$ cat src/rtl/jtframe_vtimer_pkg.sv
// ============================================================================
// Module : jtframe_vtimer_pkg
// Brief  : Shared timing helpers and default 384x264 CRT mode constants.
// Rev    : 1.0
// ============================================================================
`default_nettype none

package jtframe_vtimer_pkg;

    localparam int c_HW         = 9;
    localparam int c_VW         = 9;
    localparam int c_HCNT_START = 0;
    localparam int c_HCNT_END   = 383;
    localparam int c_HB_START   = 256;
    localparam int c_HB_END     = 0;
    localparam int c_HS_START   = 300;
    localparam int c_HS_END     = 332;
    localparam int c_VCNT_START = 0;
    localparam int c_VCNT_END   = 263;
    localparam int c_VB_START   = 224;
    localparam int c_VB_END     = 0;
    localparam int c_VS_START   = 240;
    localparam int c_VS_END     = 243;
    localparam int c_WDW        = 8;

    // Window membership; a start above the end describes a window that wraps.
    function automatic logic in_win(input int c, input int s, input int e);
        if (s < e)      return (c >= s) && (c < e);
        else if (s > e) return (c >= s) || (c < e);
        else            return 1'b0;
    endfunction

    function automatic logic in_range(input int c, input int s, input int e);
        return (c >= s) && (c <= e);
    endfunction

    // Set/clear flag update evaluated against the counter value being entered.
    function automatic logic flag_upd(input logic cur, input logic chg,
                                      input int c, input int s, input int e);
        if (s == e)      return 1'b0;
        else if (!chg)   return cur;
        else if (c == s) return 1'b1;
        else if (c == e) return 1'b0;
        else             return cur;
    endfunction

endpackage

`default_nettype wire

$ cat src/rtl/jtframe_cen_watchdog.sv
// ============================================================================
// Module : jtframe_cen_watchdog
// Brief  : Saturating idle counter that flags a missing pixel clock enable.
// Rev    : 1.0
// ============================================================================
`default_nettype none

module jtframe_cen_watchdog #(
    parameter int WDW = 8
) (
    input  logic clk,
    input  logic rst,
    input  logic pxl_cen,
    output logic cen_lost
);

    localparam logic [WDW-1:0] c_SAT = '1;

    logic [WDW-1:0] r_cnt;

    always_ff @(posedge clk) begin
        if (rst || pxl_cen) begin
            r_cnt <= '0;
        end else if (r_cnt != c_SAT) begin
            r_cnt <= r_cnt + 1'b1;
        end
    end

    assign cen_lost = (r_cnt == c_SAT);

endmodule

`default_nettype wire

$ cat src/rtl/jtframe_cen_vtimer.sv
// ============================================================================
// Module : jtframe_cen_vtimer
// Brief  : H/V video timing generator advanced by a fractional pixel CEN.
// Rev    : 1.0
// ============================================================================
`default_nettype none

module jtframe_cen_vtimer
    import jtframe_vtimer_pkg::*;
#(
    parameter int HW         = c_HW,
    parameter int VW         = c_VW,
    parameter int HCNT_START = c_HCNT_START,
    parameter int HCNT_END   = c_HCNT_END,
    parameter int HB_START   = c_HB_START,
    parameter int HB_END     = c_HB_END,
    parameter int HS_START   = c_HS_START,
    parameter int HS_END     = c_HS_END,
    parameter int VCNT_START = c_VCNT_START,
    parameter int VCNT_END   = c_VCNT_END,
    parameter int VB_START   = c_VB_START,
    parameter int VB_END     = c_VB_END,
    parameter int VS_START   = c_VS_START,
    parameter int VS_END     = c_VS_END,
    parameter int WDW        = c_WDW
) (
    input  logic          clk,
    input  logic          rst,
    input  logic          pxl_cen,
    output logic [HW-1:0] hcnt,
    output logic [VW-1:0] vcnt,
    output logic          hblank,
    output logic          vblank,
    output logic          LHBL,
    output logic          LVBL,
    output logic          hsync,
    output logic          vsync,
    output logic          frame,
    output logic          cen_lost
);

    localparam logic [HW-1:0] c_HSTART = HW'(HCNT_START);
    localparam logic [HW-1:0] c_HEND   = HW'(HCNT_END);
    localparam logic [VW-1:0] c_VSTART = VW'(VCNT_START);
    localparam logic [VW-1:0] c_VEND   = VW'(VCNT_END);

    logic [HW-1:0] r_hcnt, w_hnext;
    logic [VW-1:0] r_vcnt, w_vnext;
    logic          r_hblank, r_vblank, r_hsync, r_vsync, r_frame;
    logic          w_lost, w_adv, w_hwrap, w_hchg, w_vchg;

    jtframe_cen_watchdog #(
        .WDW      (WDW)
    ) u_watchdog (
        .clk      (clk),
        .rst      (rst),
        .pxl_cen  (pxl_cen),
        .cen_lost (w_lost)
    );

    // A CEN seen while the watchdog is tripped only rearms it.
    assign w_adv = pxl_cen & ~w_lost;

    always_comb begin
        w_hnext = r_hcnt;
        w_vnext = r_vcnt;
        w_hwrap = 1'b0;
        if (w_adv) begin
            if (r_hcnt == c_HEND || !in_range(int'(r_hcnt), HCNT_START, HCNT_END)) begin
                w_hnext = c_HSTART;
                w_hwrap = 1'b1;
            end else begin
                w_hnext = r_hcnt + 1'b1;
            end
            if (!in_range(int'(r_vcnt), VCNT_START, VCNT_END)) begin
                w_vnext = c_VSTART;
            end else if (w_hwrap) begin
                w_vnext = (r_vcnt == c_VEND) ? c_VSTART : r_vcnt + 1'b1;
            end
        end
    end

    assign w_hchg = w_adv && (w_hnext != r_hcnt);
    assign w_vchg = w_adv && (w_vnext != r_vcnt);

    always_ff @(posedge clk) begin
        if (rst) begin
            r_hcnt   <= c_HSTART;
            r_vcnt   <= c_VSTART;
            r_hblank <= in_win(HCNT_START, HB_START, HB_END);
            r_hsync  <= in_win(HCNT_START, HS_START, HS_END);
            r_vblank <= in_win(VCNT_START, VB_START, VB_END);
            r_vsync  <= in_win(VCNT_START, VS_START, VS_END);
            r_frame  <= 1'b0;
        end else begin
            r_hcnt   <= w_hnext;
            r_vcnt   <= w_vnext;
            r_hblank <= flag_upd(r_hblank, w_hchg, int'(w_hnext), HB_START, HB_END);
            r_hsync  <= flag_upd(r_hsync,  w_hchg, int'(w_hnext), HS_START, HS_END);
            r_vblank <= flag_upd(r_vblank, w_vchg, int'(w_vnext), VB_START, VB_END);
            r_vsync  <= flag_upd(r_vsync,  w_vchg, int'(w_vnext), VS_START, VS_END);
            r_frame  <= w_vchg && (w_vnext == c_VSTART);
        end
    end

    assign hcnt     = r_hcnt;
    assign vcnt     = r_vcnt;
    assign hblank   = r_hblank;
    assign vblank   = r_vblank;
    assign LHBL     = ~r_hblank;
    assign LVBL     = ~r_vblank;
    assign hsync    = r_hsync;
    assign vsync    = r_vsync;
    assign frame    = r_frame;
    assign cen_lost = w_lost;

endmodule

`default_nettype wire

$ cat config.mk
export PLATFORM = sky130hd
export DESIGN_NAME = jtframe_cen_vtimer
export DESIGN_NICKNAME = d
export VERILOG_FILES = /design/src/rtl/jtframe_vtimer_pkg.sv /design/src/rtl/jtframe_cen_watchdog.sv /design/src/rtl/jtframe_cen_vtimer.sv
export SDC_FILE = /design/constraint.sdc
export NUM_CORES = 1
export LEC_CHECK = 0
export CAP_MARGIN = 20
export CORE_MARGIN = 1
export CORE_UTILIZATION = 40
export DETAILED_ROUTE_END_ITERATION = 10
export GPL_TIMING_DRIVEN = 0
export REMOVE_ABC_BUFFERS = 1
export SYNTH_ARGS = -nofsm -noshare
export SYNTH_HDL_FRONTEND = slang
export SYNTH_SLANG_ARGS = --single-unit
$ cat constraint.sdc
create_clock -name clk -period 5.05 [get_ports clk]
set_clock_uncertainty 0.1 [all_clocks]
set_input_delay 0.505 -clock clk [delete_from_list [all_inputs] [get_ports clk]]
set_output_delay 0.505 -clock clk [all_outputs]
set_load 0.1 [all_outputs]
==> flow_summary_export.csv <==
group,metric,value,unit
run_status,outcome,"finished, final reports clean",
yosys,syn_area_per_cell,8.307,sq um
yosys,ys.flop_type,"dfxtp_1",
floorplan,die_area,5122,sq um
placement,place_congestion,0.8802,
drt,wl_met1,2.234,mm
worst_hold_path,min-delay-start,"u_watchdog.r_cnt[1]",
sta,rsz0062_at_grt,"no",
yosys,synth_commonest_cells,"dfxtp_1, nor2_1, nand2_1, nand3_1, nor3_1",
floorplan,start_util,0.4297,
drt,wire_per_inst,15.08,um
finish,final_core_util,0.5089,
drt,drt_iter0_drc,106,
worst_hold_path,hold_end,"u_watchdog.r_cnt[1]",
worst_hold_path,whs_path_depth,2,
drt,dr_wl_met3,231,um
worst_setup_path,crit_type,"reg2out",
global_route,grt_overflow,0,
floorplan,io_pins,29,
floorplan,coreArea,4504,sq um
drt,wirelength,4.721,mm
worst_hold_path,hp-class,"reg2reg",
floorplan,rows,24,
power,leakage,0.7266,nW
yosys,syn_inst,233,
sta,tns,0,ns
clocking,cts_buffers,5,
yosys,netlist_area,1936,sq um
worst_setup_path,reg2reg_to,"hblank",
placement,place_hpwl,3.393,mm
drt,drt-pass1-iter-count,4,
worst_setup_path,rr_startpoint,"hcnt[0]",
clocking,cts_max_path_buffers,2,
yosys,postSynth.asyncResetShare,0,
worst_setup_path,cp.arrival,2.67,ns
finish,diodes,0,
drt,avgViaCountPerCell,5.879,
yosys,ys_ff_latch,31,
floorplan,die_h,71.57,um
global_route,grt_max_degree,21,
clocking,clock-sinks,31,
sta,report.final.slew_viol_count,0,
worst_setup_path,reg2reg_depth,8,
yosys,synth.largest_area_cell,"dfxtp_1",
worst_setup_path,r2r_setup_slack,2.10,ns
yosys,ys_types,55,
sta,worstMarginPinSlew,0.9746,ns
clocking,cts-resized-gates,0,
power,ir_drop,0.1604,mV
global_route,grt_pass1_wl,7.969,mm
worst_setup_path,cp.required,4.45,ns
clocking,cts_hold_buf,0,
finish,nets,266,
worst_setup_path,critPathLaunchType,"flop",
sta,hold_viol,0,
finish,syn2layout_area_growth,18.42,%
drt,drcViolationCount,0,
yosys,synth-edff-count,0,
sta,fmax,305.7,MHz
sta,whs,0.3803,ns
sta,period_needed,3.271,ns
sta,finalWorstSetupSlack,1.779,ns
job,maxCapViolCount,0,
yosys,yosysMostFrequentCell,"dfxtp_1",
drt,ant_nets,0,
placement,place_ws,1.712,ns
sta,setup_viol,0,
clocking,cts.clk_slew.worst_paths,0.06,ns
power,power_density,203.9,nW/um^2
global_route,grt_pass1_vias,1729,
drt,wl_met2,2.166,mm
worst_setup_path,cp_max_fo,7,
yosys,synth_seq_area_share,0.3206,
yosys,synth_area_leaders,"dfxtp_1, nor2_1, nand2_1",
clocking,cts_tree,"yes",
global_route,grt_use_total,0.1989,
floorplan,die-width,71.57,um
placement,io_buffer_count,28,
sta,period_share,0.6478,
clocking,cts_setup_buffers,0,
drt,vias,1840,
clocking,cts-root-buf,"clkbuf_8",
clocking,clock_latency,0.28,ns
clocking,h-tree-depth,2,
global_route,antenna_found_initial,0,
yosys,yosysWarnings,0,
drt,routed.top_layer,"met4",
sta,slew_headroom,0.3482,
finish,drive_above_1_share,0.1073,
worst_setup_path,critPathCaptureType,"output port",
yosys,synth_top_area_share,0.3206,
==> state kept, by name, summed over array words and instances, names as in the netlist <==
signal            count
u_watchdog.r_cnt      8
vblank                1
vcnt                  9
frame                 1
hcnt                  9
vsync                 1
hsync                 1
hblank                1
==> metrics by stage <==
stage | area (sq um) | std cells | total power, mW
final | 2292 | 313 | 0.4675
after CTS | 2285 | 312 | 0.4724
after detailed placement | 2203 | 304 | 0.2838
after floorplan | 1858 | 224 | 0.2735
after global placement | 2203 | 304 | 0.2839
after global routing | 2292 | 313 | 0.4857
==> layout by cell type (no fill, tap or decap), types with 3 or more instances in the layout <==
cell              n
a21oi_1          11
a221oi_1          6
and2_1            3
and3_1            3
clkbuf_8          5
clkdlybuf4s50_1  28
dfxtp_1          31
ha_1              3
inv_1             5
nand2_1          25
nand3_1          15
nand4_1           5
nor2_1           30
nor3_1           14
nor4b_2           3
o21ai_0          12
o22ai_1           3
or2_2             3
or3_1             3
xor2_1            5
==> cell families (layout without fill, tap and decap cells) <==
logic type,after synthesis,after routing,share of synthesized area
AOI/OAI and AO/OA,55,55,0.2191
xor gates and xnor gates,7,7,0.03167
adders and majority gates,3,3,0.01939
buffers and inverters,14,42,0.04977
DFF,31,31,0.3206
muxes,3,3,0.01616
and+or+nand+nor,120,120,0.3433
==> how the worst max path moves through the flow <==
| stage | start | end | slack (ns) | cells after the start |
|---|---|---|---|---|
| 4_1_cts | u_watchdog.r_cnt[0] | hblank | 1.69 | 8 |
| 2_1_floorplan | vcnt[0] | vsync | 1.72 | 8 |
| 3_5_place_dp | u_watchdog.r_cnt[0] | hblank | 1.71 | 8 |
| 3_3_place_gp | u_watchdog.r_cnt[0] | hblank | 1.70 | 8 |
| 5_1_grt | u_watchdog.r_cnt[0] | cen_lost | 1.60 | 4 |
| 6_report | u_watchdog.r_cnt[0] | cen_lost | 1.78 | 4 |
==> per-layer routing <==
layer  up-vias  global-route usage
li1        922                   -
met1       860              0.2517
met2        49              0.3259
met3         9             0.04360
met4         0             0.08932
met5         -                   0
==> layout make-up <==
type / count / area [sq um]
fillers: 460 / 2212
multi-input cells: 188 / 1219
flip-flops and latches: 31 / 620.6
repair buffers: 29 / 287.8
clock buffers: 7 / 76.32
well taps: 52 / 65.06
inverters: 5 / 18.77
clock inverters: 1 / 5.005
==> report_power, final <==
group | switching (mW) | leakage [nW] | internal [mW] | total [mW]
Sequential | 0.00245 | 0.250 | 0.246 | 0.249
Clock | 0.0919 | 0.0422 | 0.0966 | 0.189
Combinational | 0.0217 | 0.434 | 0.00833 | 0.0300
==> worst max-delay path, cell delays in order, from the launching register on <==
cell	delay [ns]
dfxtp_1	0.37
ha_1	0.26
nand4_4	0.19
nor2_1	0.35
clkdlybuf4s50_1	1.21
Note: power is estimated with default switching activity, not from simulation.
